==> src/rtl/mem_arb_pkg.sv <==
// Shared types and constants for the unified memory-port arbiter.
// Round-robin support elsewhere is selected with the MEM_ARB_FAIR_EN macro.
package mem_arb_pkg;

  localparam int CNT_W       = 4;
  localparam int MEM_LAT_MAX = 15;

  typedef enum logic [1:0] {
    IDLE,
    ISSUE,
    WAIT,
    DONE
  } state_t;

  typedef enum logic [1:0] {
    NONE,
    FETCH,
    DATA
  } port_t;

  // The requester that should win the next tie after port p was served.
  function automatic port_t other_port(input port_t p);
    return (p == DATA) ? FETCH : DATA;
  endfunction

endpackage

==> src/rtl/mem_arb_grant.sv <==
// Combinational grant pick between fetch and data requesters.
// MEM_ARB_FAIR_EN adds a round-robin pointer input; otherwise data always wins.
module mem_arb_grant
  import mem_arb_pkg::*;
(
  input  logic  if_req,
  input  logic  dm_rd,
  input  logic  dm_wr,
  input  logic  halt,
`ifdef MEM_ARB_FAIR_EN
  input  port_t rr_ptr,
`endif
  output port_t grant
);

  logic dm_req;
  logic if_ok;

  always_comb begin
    dm_req = dm_rd | dm_wr;
    if_ok  = if_req & ~halt;
    grant  = NONE;
`ifdef MEM_ARB_FAIR_EN
    if (dm_req && if_ok) begin
      grant = (rr_ptr == FETCH) ? FETCH : DATA;
    end else if (dm_req) begin
      grant = DATA;
    end else if (if_ok) begin
      grant = FETCH;
    end
`else
    if (dm_req) begin
      grant = DATA;
    end else if (if_ok) begin
      grant = FETCH;
    end
`endif
  end

endmodule

==> src/rtl/mem_arbiter.sv <==
// Shares one 16-bit memory port between instruction fetch and data accesses,
// sequencing issue/wait/done around a fixed read latency. Optional: MEM_ARB_FAIR_EN.
module mem_arbiter
  import mem_arb_pkg::*;
#(
  parameter int MEM_LAT = 4
) (
  input  logic        clk,
  input  logic        rst,
  input  logic        halt,
  input  logic        if_req,
  input  logic [15:0] if_addr,
  output logic [15:0] if_rdata,
  output logic        if_done,
  output logic        stall_if,
  input  logic        dm_rd,
  input  logic        dm_wr,
  input  logic [15:0] dm_addr,
  input  logic [15:0] dm_wdata,
  output logic [15:0] dm_rdata,
  output logic        dm_done,
  output logic        stall_dm,
  output logic        mem_en,
  output logic        mem_wr,
  output logic [15:0] mem_addr,
  output logic [15:0] mem_wdata,
  input  logic [15:0] mem_rdata,
  output logic        err
);

  localparam logic [CNT_W-1:0] LAT_LOAD = CNT_W'(MEM_LAT - 1);
  localparam logic [CNT_W-1:0] CNT_ONE  = CNT_W'(1);

  generate
    if (MEM_LAT < 1 || MEM_LAT > MEM_LAT_MAX) begin : g_bad_lat
      $error("mem_arbiter: MEM_LAT outside 1..MEM_LAT_MAX");
    end
  endgenerate

  state_t            state_q;
  state_t            state_d;
  port_t             port_q;
  port_t             grant;
  logic              wr_q;
  logic [15:0]       addr_q;
  logic [15:0]       wdata_q;
  logic [CNT_W-1:0]  cnt_q;
  logic              capture;

`ifdef MEM_ARB_FAIR_EN
  port_t rr_q;

  always_ff @(posedge clk) begin
    if (rst) begin
      rr_q <= DATA;
    end else if (state_q == IDLE && grant != NONE) begin
      rr_q <= other_port(grant);
    end
  end

  mem_arb_grant u_grant (
    .if_req (if_req),
    .dm_rd  (dm_rd),
    .dm_wr  (dm_wr),
    .halt   (halt),
    .rr_ptr (rr_q),
    .grant  (grant)
  );
`else
  mem_arb_grant u_grant (
    .if_req (if_req),
    .dm_rd  (dm_rd),
    .dm_wr  (dm_wr),
    .halt   (halt),
    .grant  (grant)
  );
`endif

  always_ff @(posedge clk) begin
    if (rst) begin
      state_q <= IDLE;
    end else begin
      state_q <= state_d;
    end
  end

  always_comb begin
    state_d = state_q;
    unique case (state_q)
      IDLE:    if (grant != NONE) state_d = ISSUE;
      ISSUE:   state_d = (MEM_LAT == 1) ? DONE : WAIT;
      WAIT:    if (cnt_q == CNT_ONE) state_d = DONE;
      DONE:    state_d = IDLE;
      default: state_d = IDLE;
    endcase
  end

  // Read data is taken on the edge that ends the last latency cycle.
  assign capture = ~wr_q &&
                   (((state_q == ISSUE) && (MEM_LAT == 1)) ||
                    ((state_q == WAIT) && (cnt_q == CNT_ONE)));

  always_ff @(posedge clk) begin
    if (rst) begin
      port_q   <= NONE;
      wr_q     <= 1'b0;
      addr_q   <= '0;
      wdata_q  <= '0;
      cnt_q    <= '0;
      if_rdata <= '0;
      dm_rdata <= '0;
      err      <= 1'b0;
    end else begin
      if (state_q == IDLE && grant != NONE) begin
        port_q  <= grant;
        wr_q    <= (grant == DATA) && dm_wr;
        addr_q  <= (grant == DATA) ? dm_addr : if_addr;
        wdata_q <= (grant == DATA) ? dm_wdata : 16'h0000;
      end
      if (state_q == IDLE && dm_rd && dm_wr) begin
        err <= 1'b1;
      end
      if (state_q == ISSUE) begin
        cnt_q <= LAT_LOAD;
      end else if (state_q == WAIT) begin
        cnt_q <= cnt_q - CNT_ONE;
      end
      if (capture && port_q == FETCH) begin
        if_rdata <= mem_rdata;
      end
      if (capture && port_q == DATA) begin
        dm_rdata <= mem_rdata;
      end
    end
  end

  // Stalls are masked during reset so every output reads 0 while rst is high.
  always_comb begin
    mem_en    = 1'b0;
    mem_wr    = 1'b0;
    mem_addr  = '0;
    mem_wdata = '0;
    if_done   = 1'b0;
    dm_done   = 1'b0;
    unique case (state_q)
      ISSUE: begin
        mem_en    = 1'b1;
        mem_wr    = wr_q;
        mem_addr  = addr_q;
        mem_wdata = wdata_q;
      end
      DONE: begin
        if_done = (port_q == FETCH);
        dm_done = (port_q == DATA);
      end
      default: ;
    endcase
    stall_if = if_req & ~if_done & ~rst;
    stall_dm = (dm_rd | dm_wr) & ~dm_done & ~rst;
  end

endmodule
==> config.mk <==
export PLATFORM = sky130hd
export DESIGN_NAME = mem_arbiter
export DESIGN_NICKNAME = d
export VERILOG_FILES = /design/src/rtl/mem_arb_pkg.sv /design/src/rtl/mem_arb_grant.sv /design/src/rtl/mem_arbiter.sv
export SDC_FILE = /design/constraint.sdc
export NUM_CORES = 1
export LEC_CHECK = 0
export BUFFER_PORTS_ARGS = -buffer_cell sky130_fd_sc_hd__buf_2
export CORE_MARGIN = 4
export CORE_UTILIZATION = 45
export CTS_BUF_LIST = sky130_fd_sc_hd__clkbuf_4 sky130_fd_sc_hd__clkbuf_8
export DETAILED_ROUTE_END_ITERATION = 10
export HOLD_SLACK_MARGIN = 0.05
export PLACE_DENSITY = 0.84
export SLEW_MARGIN = 20
export SYNTH_ARGS = -nofsm -noshare
export SYNTH_HDL_FRONTEND = slang
export SYNTH_SLANG_ARGS = --single-unit
==> constraint.sdc <==
create_clock -name clk -period 1.53 [get_ports clk]
set_input_delay 0.306 -clock clk [delete_from_list [all_inputs] [get_ports clk]]
set_output_delay 0.306 -clock clk [all_outputs]
set_load 0.03 [all_outputs]
Yosys cells after proc, flatten, opt, wreduce, memory -nomap -nowiden --
Cells that the tools add are included.
Word-level totals: bits in registers 74, input port bits 70
Cells by class: add/sub/neg operators 1, equal/unequal tests 9, muxes and demuxes 15, bitwise operators 11, reductions and logical operators 13
Operator list (count):
- $mux W16 | 4
- $mux W2 | 5
- $eq A2 B2 Y1 const B | 4
- $logic_and A1 B1 Y1 | 8
- $pmux W2 S4 | 1
- $and A1 B1 Y1 | 5
- $mux W1 | 5
- $not A1 Y1 | 5
- $eq A2 B1 Y1 const B | 2
- $eq A4 B1 Y1 const B | 1
- $ne A2 B1 Y1 const B | 2
- $reduce_bool A2 Y1 | 2
- $sub A4 B1 Y4 const B | 1
- $logic_not A2 Y1 | 1
- $reduce_and A2 Y1 | 1
- $reduce_or A2 Y1 | 1
- $or A1 B1 Y1 | 1

Depth between registers and ports, before layout --
depth in word-level cells 7, depth in mapped cells 8, gate-level depth less buffers 6

Cells and area by module --
A second synthesis with hierarchy kept.
Second synthesis, totals: cells, all modules 351, area total of the unflattened synthesis 3388.2 sq um
By module, submodules not included:
- mem_arbiter | times used 1, cells each 348, area each 3359.5 sq um
- mem_arb_grant | times used 1, cells each 3, area each 28.8 sq um

Worst setup path before layout --
OpenSTA, ideal clock, no wires.
kind flip-flop to output port, start point reg state_q[1], end point out mem_addr[10], data arrival time 1.566 ns, setup slack -0.342 ns, cell stages (with the launch flop) 6, path buffers 2, path through dfxtp_1 inv_1 ha_1 clkbuf_1 clkbuf_1 and2_1
Between the ends: longest elaborated chain between the ends 2
RTL lines:
- start, declared | RTL line mem_arbiter.sv:40 | state_t state_q;
- start signal, assigned | RTL line mem_arbiter.sv:83 | state_q <= state_d;
- $eq A2 B1 Y1 | RTL line mem_arbiter.sv:145 | unique case (state_q)
- $mux W16 | RTL line mem_arbiter.sv:145
- end, declared | RTL line mem_arbiter.sv:25 | output logic [15:0] mem_addr,
Every way passes these cells.

Final worst setup path --
start point reg state_q[1], end point out mem_wdata[10]
Between the ends: longest elaborated chain between the ends 2
RTL lines:
- $eq A2 B1 Y1 | RTL line mem_arbiter.sv:145
- $mux W16 | RTL line mem_arbiter.sv:145
- end, declared | RTL line mem_arbiter.sv:26 | output logic [15:0] mem_wdata,
Every way passes these cells.

==> reports/metrics.yaml <==
synth.avg_cell_area_um2: 8.69
die_w_um: 94.7
synth_top_area_share_pct: 43.8
drt-initial-drc-count: 299
grt_pass1_wl_mm: 16.5
clock_sinks: 74
clockRootBuffer: "clkbuf_8"
postRouteAntennaNets: 0
synth_seq_cells: 74
path_buf_inv: 3
viasPerCell: 5.52
wl_per_cell_um: 19.4
cts_tree: "built"
path_class: "reg -> out"
grtUsageTotal_pct: 23.5
numCtsBuffers: 9
critPathSlowestCell: "dfxtp_4"
period_share_pct: 117
power_density_nw_per_um2: 1500
grt_max_degree: 75
grt_overflow_total: 0
path_cells: "inv_4 -> ha_4 -> clkbuf_16 -> and2_4 -> buf_6"
max_slew_margin_pct: 72.2
path_delay_family: "buffers and inverters"
fmax_mhz: 560
area_growth_pct: 64.0
yosys.area.top_type: "dfxtp_1"
final_cell_area_um2: 5540
drv_cap: 0
gp_congestion: 0.767
clk_latency_ns: 0.36
row_count: 31
max_stage_delay_ns: 0.37
fin_skew_ns: 0.00869
dp.cells: 616
hp-class: "in -> reg"
setup_ws_ns: -0.255
setup_viol: 71
firstDrtPassIters: 6
core-area_um2: 7290
tns_ns: -10.80
wl_mm: 12.9
cts_buffer_depth: 2
fin_crit_ns: 1.79
syn_inst: 389
vias: 3673
drcViolationCount: 0
required_ns: 1.22
seq_area_frac_synth_pct: 43.8
rsz0062_at_grt: "yes"
p_total_mw: 8.33
hpwlAfterDp_mm: 6.56
ir_drop_mv: 0.829
antenna_found_initial: 0
n_antenna_cell: 0
synth_nets: 466
drive_gt1_share_pct: 59.5
pre_cts_ws_ns: -0.107
die_area_um2: 8960
synth_cell_types: 36
violations: "negative setup slack"
synth_area_um2: 3380
worst_pin_slew_ns: 0.417
io_buffers: 140
outcome: "finished with violations"
synthTopCellsByArea: "dfxtp_1 44%, nand2_1 7.1%, and2_1 6.1%, a21oi_2 5.2%, nor2_1 4.8%"
hold_viol_final: 0
crit_fanout: 8
io_pins: 141
h-tree-depth: 3
chipHeight_um: 94.7
place_area_um2: 4460
ys_warn_count: 0
cp.arrival_ns: 1.48
initial_core_util_pct: 46.4
p_leak_nw: 2.32
worst_setup_path_start_kind: "flop"
nNetsFinal: 638
clk_pin_slew_ns: 0.09
grt_pass1_vias: 3484
end_kind: "output pin"
final_cells: 665
report.final.slew_viol_count: 0
## metal layers
metal / wire length [µm] / global-route usage, % / up-vias
met2: 6590 / 42.1 / 221
met4: 658 / 11.8 / 0
li1: - / - / 1659
met1: 4580 / 26.1 / 1738
met5: 0 / 0 / -
met3: 1050 / 5.10 / 55
## cell type report
type                       instances  area [µm²]
multi-input combinational        279        2130
fill                             454        1750
timing repair buffer             192        1580
sequential                        74        1500
clock buffer                       9         124
tap                               99         124
clock inverter                     7        61.3
inverter                           5        26.3
## kinds of logic (layout without fill, tap and decap cells)
group | Yosys count | after routing | synth area share (%)
and+or+nand+nor | 180 | 180 | 27.5
AOI/OAI and AO/OA | 89 | 89 | 19.4
DFF | 74 | 74 | 43.8
buffers and inverters | 36 | 213 | 5.92
adders and majority gates | 7 | 7 | 2.59
xor gates and xnor gates | 2 | 2 | 0.518
muxes | 1 | 1 | 0.296
## worst reg2reg max path, delay by kind of cell (launching register included)
family                   cells  cell delay (ns)
AO/OA/AOI/OAI                1             0.08
adder cells (fa/ha/maj)      1             0.14
buffers and inverters        2             0.29
flip-flops                   1             0.38
AND/OR/NAND/NOR              3             0.66
## flip-flops by register name (all words and copies together), names as in the netlist
name      count
wr_q          1
dm_rdata     16
wdata_q      16
err           1
port_q        2
state_q       2
cnt_q         4
addr_q       16
if_rdata     16
## Yosys cell counts
library cell and number:
buf_12 2, or4_4 2, nor2_1 43, and2_1 33, nand2_1 64, o22ai_1 1, buf_4 1, dfxtp_1 74
clkbuf_1 14, a32oi_1 1, xor2_1 1, a21boi_2 1, nor4_4 2, buf_6 2, a21oi_1 14, o31ai_4 1
mux2i_1 1, nand2b_2 1, a311oi_1 17, nand2b_1 1, inv_1 5, nor2b_1 2, or3b_1 1, buf_1 1
a22oi_1 17, buf_2 11, nand2_2 18, nor3b_1 1, nor3_1 7, a31oi_1 1, nand2b_4 3, ha_1 7
o21ai_0 16, a21oi_2 20, nand2_4 2, xnor2_1 1
## worst paths after layout
check	start	end	slack [ns]	depth (start not counted)
min reg2reg	dm_rdata[2]	dm_rdata[2]	0.46	2
max	state_q[1]	mem_wdata[10]	-0.26	5
max reg2reg	state_q[1]	dm_rdata[4]	-0.15	7
min	dm_wdata[11]	wdata_q[11]	0.18	3
## layout by cell type (no fill, tap or decap), types with 4 or more instances in the layout
cell	instances
clkbuf_8	9
o21ai_0	16
nand2b_4	4
a311oi_1	9
and2_4	33
ha_4	5
nor3_1	6
a22oi_2	13
a21oi_2	20
buf_4	26
clkbuf_16	4
nand2_4	19
buf_12	10
dfxtp_1	68
a311oi_2	7
a21oi_1	14
nor2_1	39
nand2_1	63
a22oi_1	4
buf_6	47
buf_2	103
## metrics by stage
stage                     hold slack (ns)  utilization (%)
after floorplan                     0.442                -
after detailed placement            0.452             61.1
after global placement              0.438             61.1
after global routing                0.184             76.0
after CTS                           0.180             69.5
final                               0.177             76.0
## power breakdown
part / switching, mW / internal, mW / leakage [nW]
clock network: 0.856 / 0.617 / 0.0884
logic: 2.20 / 2.12 / 1.62
registers: 0.269 / 2.28 / 0.607
## what timing repair did
item,in CTS,in global routing
endpoints found under the setup margin,104,103
resized for setup,76,69
cloned,1,8
pin swaps,9,43
hold buffers,0,0
buffers inserted,17,7
No activity file was read; power rests on OpenSTA's default activity.
